==> src/rtl/posit_pkg.sv <==
// posit_pkg: shared definitions for the posit32 (es=3) encoder/decoder pair.
// Holds format widths, FSM state encoding, special-value constants and the
// regime length helper.
package posit_pkg;

  localparam int N      = 32;          // posit width
  localparam int ES     = 3;           // exponent field width
  localparam int BODY_W = N - 1;       // magnitude body below the sign bit
  localparam int TAIL_W = ES + N - 1;  // {exp, fraction} stream after the regime

  typedef enum logic [2:0] {
    ST_IDLE  = 3'd0,
    ST_BUILD = 3'd1,
    ST_ROUND = 3'd2,
    ST_PACK  = 3'd3,
    ST_DONE  = 3'd4
  } state_t;

  localparam logic [N-1:0] MAXPOS = 32'h7FFF_FFFF;
  localparam logic [N-1:0] MINPOS = 32'h0000_0001;
  localparam logic [N-1:0] NAR    = 32'h8000_0000;

  localparam int K_MAX = 30;   // k at or above this saturates to maxpos
  localparam int K_MIN = -31;  // k at or below this saturates to minpos

  // Total regime length including the terminating bit:
  // k>=0 -> k+2, k<0 -> -k+1 (== ~k + 2 in two's complement).
  function automatic logic [5:0] regime_len(input logic [5:0] k);
    return k[5] ? (~k + 6'd2) : (k + 6'd2);
  endfunction

endpackage

==> src/rtl/posit_rne_round.sv <==
// posit_rne_round: round-to-nearest-even on the 31-bit posit body.
//   body    - unrounded body bits
//   guard   - first stream bit below the body LSB
//   sticky  - OR of every stream bit below guard
//   rounded - rounded body; never increments past all-ones (maxpos)
module posit_rne_round (
  input  logic [30:0] body,
  input  logic        guard,
  input  logic        sticky,
  output logic [30:0] rounded
);

  logic round_up;

  // Ties go to even; an all-ones body is already maxpos and must not wrap.
  assign round_up = guard & (sticky | body[0]) & ~(&body);
  assign rounded  = body + {30'd0, round_up};

endmodule

==> src/rtl/posit_encoder.sv <==
// posit_encoder: sequential posit32 (es=3) packer.
//   clk, rst        - clock and asynchronous active-high reset
//   start           - request, sampled only while idle
//   in_sign, in_k, in_exp, in_mant, in_zero, in_nar - decoded value fields
//   posit_out       - encoded posit, held until the next accepted start
//   busy            - high in BUILD, ROUND and PACK
//   done            - one-cycle pulse when posit_out is valid
//
// state | meaning
// IDLE  | wait for start, latch fields, detect special values
// BUILD | shift 31 stream bits (regime, exponent, fraction) into the body
// ROUND | round body to nearest even using guard/sticky left in the tail
// PACK  | apply sign / special value and register posit_out
// DONE  | done pulse, back to IDLE
module posit_encoder
  import posit_pkg::*;
(
  input  logic          clk,
  input  logic          rst,
  input  logic          start,
  input  logic          in_sign,
  input  logic [5:0]    in_k,
  input  logic [ES-1:0] in_exp,
  input  logic [N-1:0]  in_mant,
  input  logic          in_zero,
  input  logic          in_nar,
  output logic [N-1:0]  posit_out,
  output logic          busy,
  output logic          done
);

  localparam logic signed [5:0] K_HI = 6'(K_MAX);
  localparam logic signed [5:0] K_LO = 6'(K_MIN);

  state_t state_q, state_d;

  logic              sign_q, nar_q, zero_q, neg_q;
  logic [5:0]        reg_cnt_q;
  logic [4:0]        bit_cnt_q;
  logic [TAIL_W-1:0] tail_q;
  logic [BODY_W-1:0] body_q;

  logic              sat_hi, sat_lo, special;
  logic              stream_bit;
  logic [BODY_W-1:0] body_rnd;
  logic [N-1:0]      mag, word;

  // The hidden bit is implied by the encoding and never enters the stream.
  logic unused_hidden;
  assign unused_hidden = in_mant[N-1];

  assign sat_hi  = $signed(in_k) >= K_HI;
  assign sat_lo  = $signed(in_k) <= K_LO;
  assign special = in_nar | in_zero | sat_hi | sat_lo;

  // Regime run bits while the counter is above one, the terminator at one,
  // then the tail MSB once the regime is exhausted.
  always_comb begin
    if (reg_cnt_q == 6'd0)      stream_bit = tail_q[TAIL_W-1];
    else if (reg_cnt_q == 6'd1) stream_bit = neg_q;
    else                        stream_bit = ~neg_q;
  end

  // In range the regime fits in 31 bits, so after BUILD the unconsumed tail
  // holds exactly the guard bit and the sticky bits (zero-filled below).
  posit_rne_round u_round (
    .body    (body_q),
    .guard   (tail_q[TAIL_W-1]),
    .sticky  (|tail_q[TAIL_W-2:0]),
    .rounded (body_rnd)
  );

  assign mag = {1'b0, body_q};

  always_comb begin
    word = mag;
    if (nar_q)       word = NAR;
    else if (zero_q) word = '0;
    else if (sign_q) word = ~mag + 32'd1;
  end

  always_comb begin
    state_d = state_q;
    unique case (state_q)
      ST_IDLE:  if (start) state_d = special ? ST_PACK : ST_BUILD;
      ST_BUILD: if (bit_cnt_q == 5'd0) state_d = ST_ROUND;
      ST_ROUND: state_d = ST_PACK;
      ST_PACK:  state_d = ST_DONE;
      ST_DONE:  state_d = ST_IDLE;
      default:  state_d = ST_IDLE;
    endcase
  end

  always_ff @(posedge clk or posedge rst) begin
    if (rst) state_q <= ST_IDLE;
    else     state_q <= state_d;
  end

  always_ff @(posedge clk or posedge rst) begin
    if (rst) begin
      sign_q    <= 1'b0;
      nar_q     <= 1'b0;
      zero_q    <= 1'b0;
      neg_q     <= 1'b0;
      reg_cnt_q <= '0;
      bit_cnt_q <= '0;
      tail_q    <= '0;
      body_q    <= '0;
      posit_out <= '0;
    end else begin
      unique case (state_q)
        ST_IDLE: begin
          if (start) begin
            sign_q    <= in_sign;
            nar_q     <= in_nar;
            zero_q    <= in_zero;
            neg_q     <= in_k[5];
            reg_cnt_q <= regime_len(in_k);
            bit_cnt_q <= 5'd30;
            tail_q    <= {in_exp, in_mant[N-2:0]};
            if (sat_hi)      body_q <= MAXPOS[BODY_W-1:0];
            else if (sat_lo) body_q <= MINPOS[BODY_W-1:0];
            else             body_q <= '0;
          end
        end
        ST_BUILD: begin
          body_q <= {body_q[BODY_W-2:0], stream_bit};
          if (reg_cnt_q != 6'd0) reg_cnt_q <= reg_cnt_q - 6'd1;
          else                   tail_q    <= {tail_q[TAIL_W-2:0], 1'b0};
          if (bit_cnt_q != 5'd0) bit_cnt_q <= bit_cnt_q - 5'd1;
        end
        ST_ROUND: body_q    <= body_rnd;
        ST_PACK:  posit_out <= word;
        default: ;
      endcase
    end
  end

  assign busy = (state_q == ST_BUILD) || (state_q == ST_ROUND) || (state_q == ST_PACK);
  assign done = (state_q == ST_DONE);

endmodule

==> config.mk <==
export PLATFORM = sky130hd
export DESIGN_NAME = posit_encoder
export DESIGN_NICKNAME = d
export VERILOG_FILES = /design/src/rtl/posit_pkg.sv /design/src/rtl/posit_rne_round.sv /design/src/rtl/posit_encoder.sv
export SDC_FILE = /design/constraint.sdc
export NUM_CORES = 1
export LEC_CHECK = 0
export CAP_MARGIN = 15
export CELL_PAD_IN_SITES_DETAIL_PLACEMENT = 0
export CELL_PAD_IN_SITES_GLOBAL_PLACEMENT = 1
export CORE_MARGIN = 3
export CORE_UTILIZATION = 35
export CTS_BUF_LIST = sky130_fd_sc_hd__clkbuf_8
export CTS_CLUSTER_DIAMETER = 60
export DETAILED_ROUTE_END_ITERATION = 10
export PLACE_DENSITY = 0.66
export SLEW_MARGIN = 10
export SYNTH_ARGS = -nofsm -noshare
export SYNTH_HDL_FRONTEND = slang
export SYNTH_HIERARCHICAL = 1
export SYNTH_SLANG_ARGS = --single-unit
==> constraint.sdc <==
create_clock -name clk -period 3.95 [get_ports clk]
set_clock_uncertainty 0.15 [all_clocks]
set_input_delay 0.395 -clock clk [delete_from_list [all_inputs] [get_ports clk]]
set_output_delay 0.395 -clock clk [all_outputs]
set_load 0.02 [all_outputs]
==> impl_summary.log <==
INFO  metric firstDrtPassIters = 4
INFO  metric ys_top_cells_by_area = dfrtp_1 43%, o21ai_0 5.7%, nand2_1 5.5%, mux2i_1 5.4%, xor2_1 5.0%
INFO  metric dieHeight = 144 um
INFO  metric setup-tns-final = 0 ns
INFO  metric routed-wl-met2 = 7.40 mm
INFO  metric routabilityCongestion = 0.779
INFO  metric yosysSeqAreaShare = 0.430
INFO  metric worstSkewPairLatency = 0.43 ns
INFO  metric hpwl = 11.2 mm
INFO  metric total_number_of_nets_in_the_final_design = 869
INFO  metric synth_area_per_cell = 9.13 um2
INFO  metric floorplan.core_area = 18,400 um2
INFO  metric cts-resized-gates = 0
INFO  metric drive_gt1_frac = 0.0914
INFO  metric initial_core_util = 0.364
INFO  metric post_cts_buffers = 0
INFO  metric cts_max_path_buffers = 2
INFO  metric route.vias.total = 5,572
INFO  metric placed_cell_area = 7810 um2
INFO  metric maximum_capacitance_violations = 0
INFO  metric worstSetupPathType = flop to flop
INFO  metric dieWidth = 144 um
INFO  metric globalRouteTotalUtil = 0.161
INFO  metric finalWirelength = 16.2 mm
INFO  metric wl_per_cell = 15.5 um
INFO  metric fmax_achieved = 314 MHz
INFO  metric starting_drc_count_in_detailed_routing = 274
INFO  metric critPathMaxStageDelay = 0.60 ns
INFO  metric floorplan.rows = 49
INFO  metric final-max-slew-violation-count = 0
INFO  metric synth_edf_count = 0
INFO  metric synth.top_cells.by_count = 115 x dfrtp_1, 98 x nand2_1, 76 x o21ai_0, 52 x nor2_1, 40 x a21oi_1
INFO  metric clock_sinks = 115
INFO  metric layout-area-overhead-vs-synth = 22.8%
INFO  metric timing.final.hold_violations = 0
INFO  metric synthesized_instance_count = 733
INFO  metric yosysWarningCount = 6
INFO  metric critical_path.slowest_cell = nor4_2
INFO  metric postRouteAntennaNets = 0
INFO  metric cts_tree = built
INFO  metric worst_slew_margin_rel = 0.352
INFO  metric tritoncts.num_buffers = 17
INFO  metric setup_viol_count_final = 0
INFO  metric post-route-drc-count = 0
INFO  metric tightestPinTransition = 0.973 ns
INFO  metric endpoint_kind = flop
INFO  metric global_route.overflow_total = 0
INFO  metric worst_setup_path_start_kind = flop
INFO  metric path_delay_family = simple AND/OR/NAND/NOR gates
INFO  metric cts.reportedPaths.clkPinSlew = 0.07 ns
INFO  metric synth_fp_nets = 793
INFO  metric die_area = 20,800 um2
INFO  metric async_flop_share = 1.00
INFO  metric ordered_cell_list_for_the_critical_path = nand3_1, nor4_2, a41oi_1, ha_1, nand4_1, nor4_4, and3_1, xor2_1, a22oi_1, a21oi_1
INFO  metric critical_path.n_buffers_inverters = 0
INFO  metric power.density = 861 nW/um2
INFO  metric power_leakage = 3.56 nW
INFO  metric worst_hold_path_type = input port to async pin
INFO  metric worst-endpoint-arrival = 3.33 ns
INFO  metric period_needed = 3.18 ns
INFO  metric ys_ff_latch = 115
INFO  metric crit_fanout = 9
INFO  metric cp_data_required_time = 4.10 ns
INFO  metric final.fill_count = 1,786
INFO  metric final_min_period_over_clock_period = 0.805
INFO  metric htree_num_levels = 4
INFO  metric register_area = 2880 um2
INFO  metric max-vdd-ir-drop = 0.302 mV
INFO  metric routed_via_density = 5.31
INFO  metric clockRootBuffer = clkbuf_8
INFO  metric synthMostInstantiatedCell = dfrtp_1
INFO  metric top_layer = met4
INFO  metric antenna_found_initial = 0
INFO  metric post_cts_hold_buffer_count = 0
INFO  metric grt_pass1_vias = 5,413
INFO  metric yosysUniqueCellTypes = 54
INFO  metric grt_pass1_wl = 27.1 mm
INFO  metric synth_ff_type = dfrtp_1
INFO  metric outcome = finished clean
INFO  metric grt_start_max_net_pins = 68
INFO  metric instances_no_fill = 1,050
INFO  metric final_cell_area = 8220 um2
INFO  metric rsz_0062_raised_after_global_routing = no
INFO  metric mappedNetlistArea = 6690 um2
INFO  metric wl_on_met1 = 8.02 mm
INFO  metric place.port_buffers = 79
INFO  metric num_antenna_cells = 0
INFO  metric placed_cells_incl_taps = 1,019
INFO  metric multi_input_comb_area = 3620 um2
INFO  metric synth_top_area_cell = dfrtp_1
INFO  metric synthDominantCellAreaShare = 0.430
INFO  metric io_pins = 81
INFO  metric wl_met3 = 611 um
## sequential cells by signal, summed over array words and instances, names as in the netlist
signal     flops
state_q        3
bit_cnt_q      5
neg_q          1
posit_out     32
tail_q        34
reg_cnt_q      6
sign_q         1
zero_q         1
nar_q          1
body_q        31
## cells in the final DEF (no fill, tap or decap), types with 14 or more instances in the layout
cell type	count
nand3_1	22
o31ai_1	14
nor2_1	52
a22oi_1	30
nand2_1	98
clkdlybuf4s50_1	79
clkbuf_8	24
xnor2_1	29
xor2_1	38
mux2i_1	36
a21oi_1	40
buf_4	21
inv_1	17
dfrtp_1	115
o21ai_0	76
## worst reg2reg max path: cells and delay by family (launching register included)
family | cells | cell delay (ns)
AOI/OAI and AO/OA | 3 | 0.53
xor gates and xnor gates | 1 | 0.14
adders and majority gates | 1 | 0.28
DFF | 1 | 0.54
and+or+nand+nor | 5 | 1.42
## cell type report
type | instances | share of cell area
inverters | 14 | 0.00670
clock inverters | 7 | 0.00974
multi-input cells | 560 | 0.441
flip-flops and latches | 115 | 0.350
clock buffers | 24 | 0.0402
well taps | 229 | 0.0349
repair buffers | 101 | 0.118
## stage by stage
stage | power, mW | worst slack, ns | util | hold WS (ns)
global placement | 5.90 | 0.783 | 0.425 | 0.314
floorplan | 4.79 | 0.361 | - | 0.312
finish | 7.08 | 0.770 | 0.447 | 0.302
CTS | 7.15 | 0.738 | 0.447 | 0.317
global route | 7.70 | 0.484 | 0.447 | 0.345
detailed placement | 6.00 | 0.765 | 0.425 | 0.321
## path summary, 6_finish.rpt
kind,startpoint,to,slack (ns),cells past startpoint
max reg2reg,body_q[15],body_q[16],0.77,10
min in group clk,posit_out[23],posit_out[23],0.33,2
min,rst,posit_out[1],0.30,2
min reg2reg,posit_out[23],posit_out[23],0.33,2
max in group asynchronous,rst,reg_cnt_q[4],2.55,3
max,body_q[15],body_q[16],0.77,10
## logic make-up (layout without fill, tap and decap cells)
| kind of cell | after synthesis | after routing | synth area share |
|---|---|---|---|
| xor gates and xnor gates | 67 | 67 | 0.0877 |
| buffers and inverters | 58 | 146 | 0.0344 |
| DFF | 115 | 115 | 0.430 |
| and+or+nand+nor | 253 | 253 | 0.197 |
| muxes | 37 | 37 | 0.0555 |
| AOI/OAI and AO/OA | 190 | 190 | 0.171 |
| adders and majority gates | 13 | 13 | 0.0243 |
## metal layers
| layer | up-vias | GRT usage |
|---|---|---|
| met5 | - | 0 |
| met4 | 0 | 0.0496 |
| met3 | 18 | 0.0314 |
| met2 | 122 | 0.257 |
| met1 | 2663 | 0.222 |
| li1 | 2769 | - |
## where the power goes
part           internal (mW)  switching, mW
combinational           1.52           1.96
clock                  0.666          0.470
sequential              1.76          0.697
total                   3.95           3.13
No activity file was read; power rests on OpenSTA's default activity.
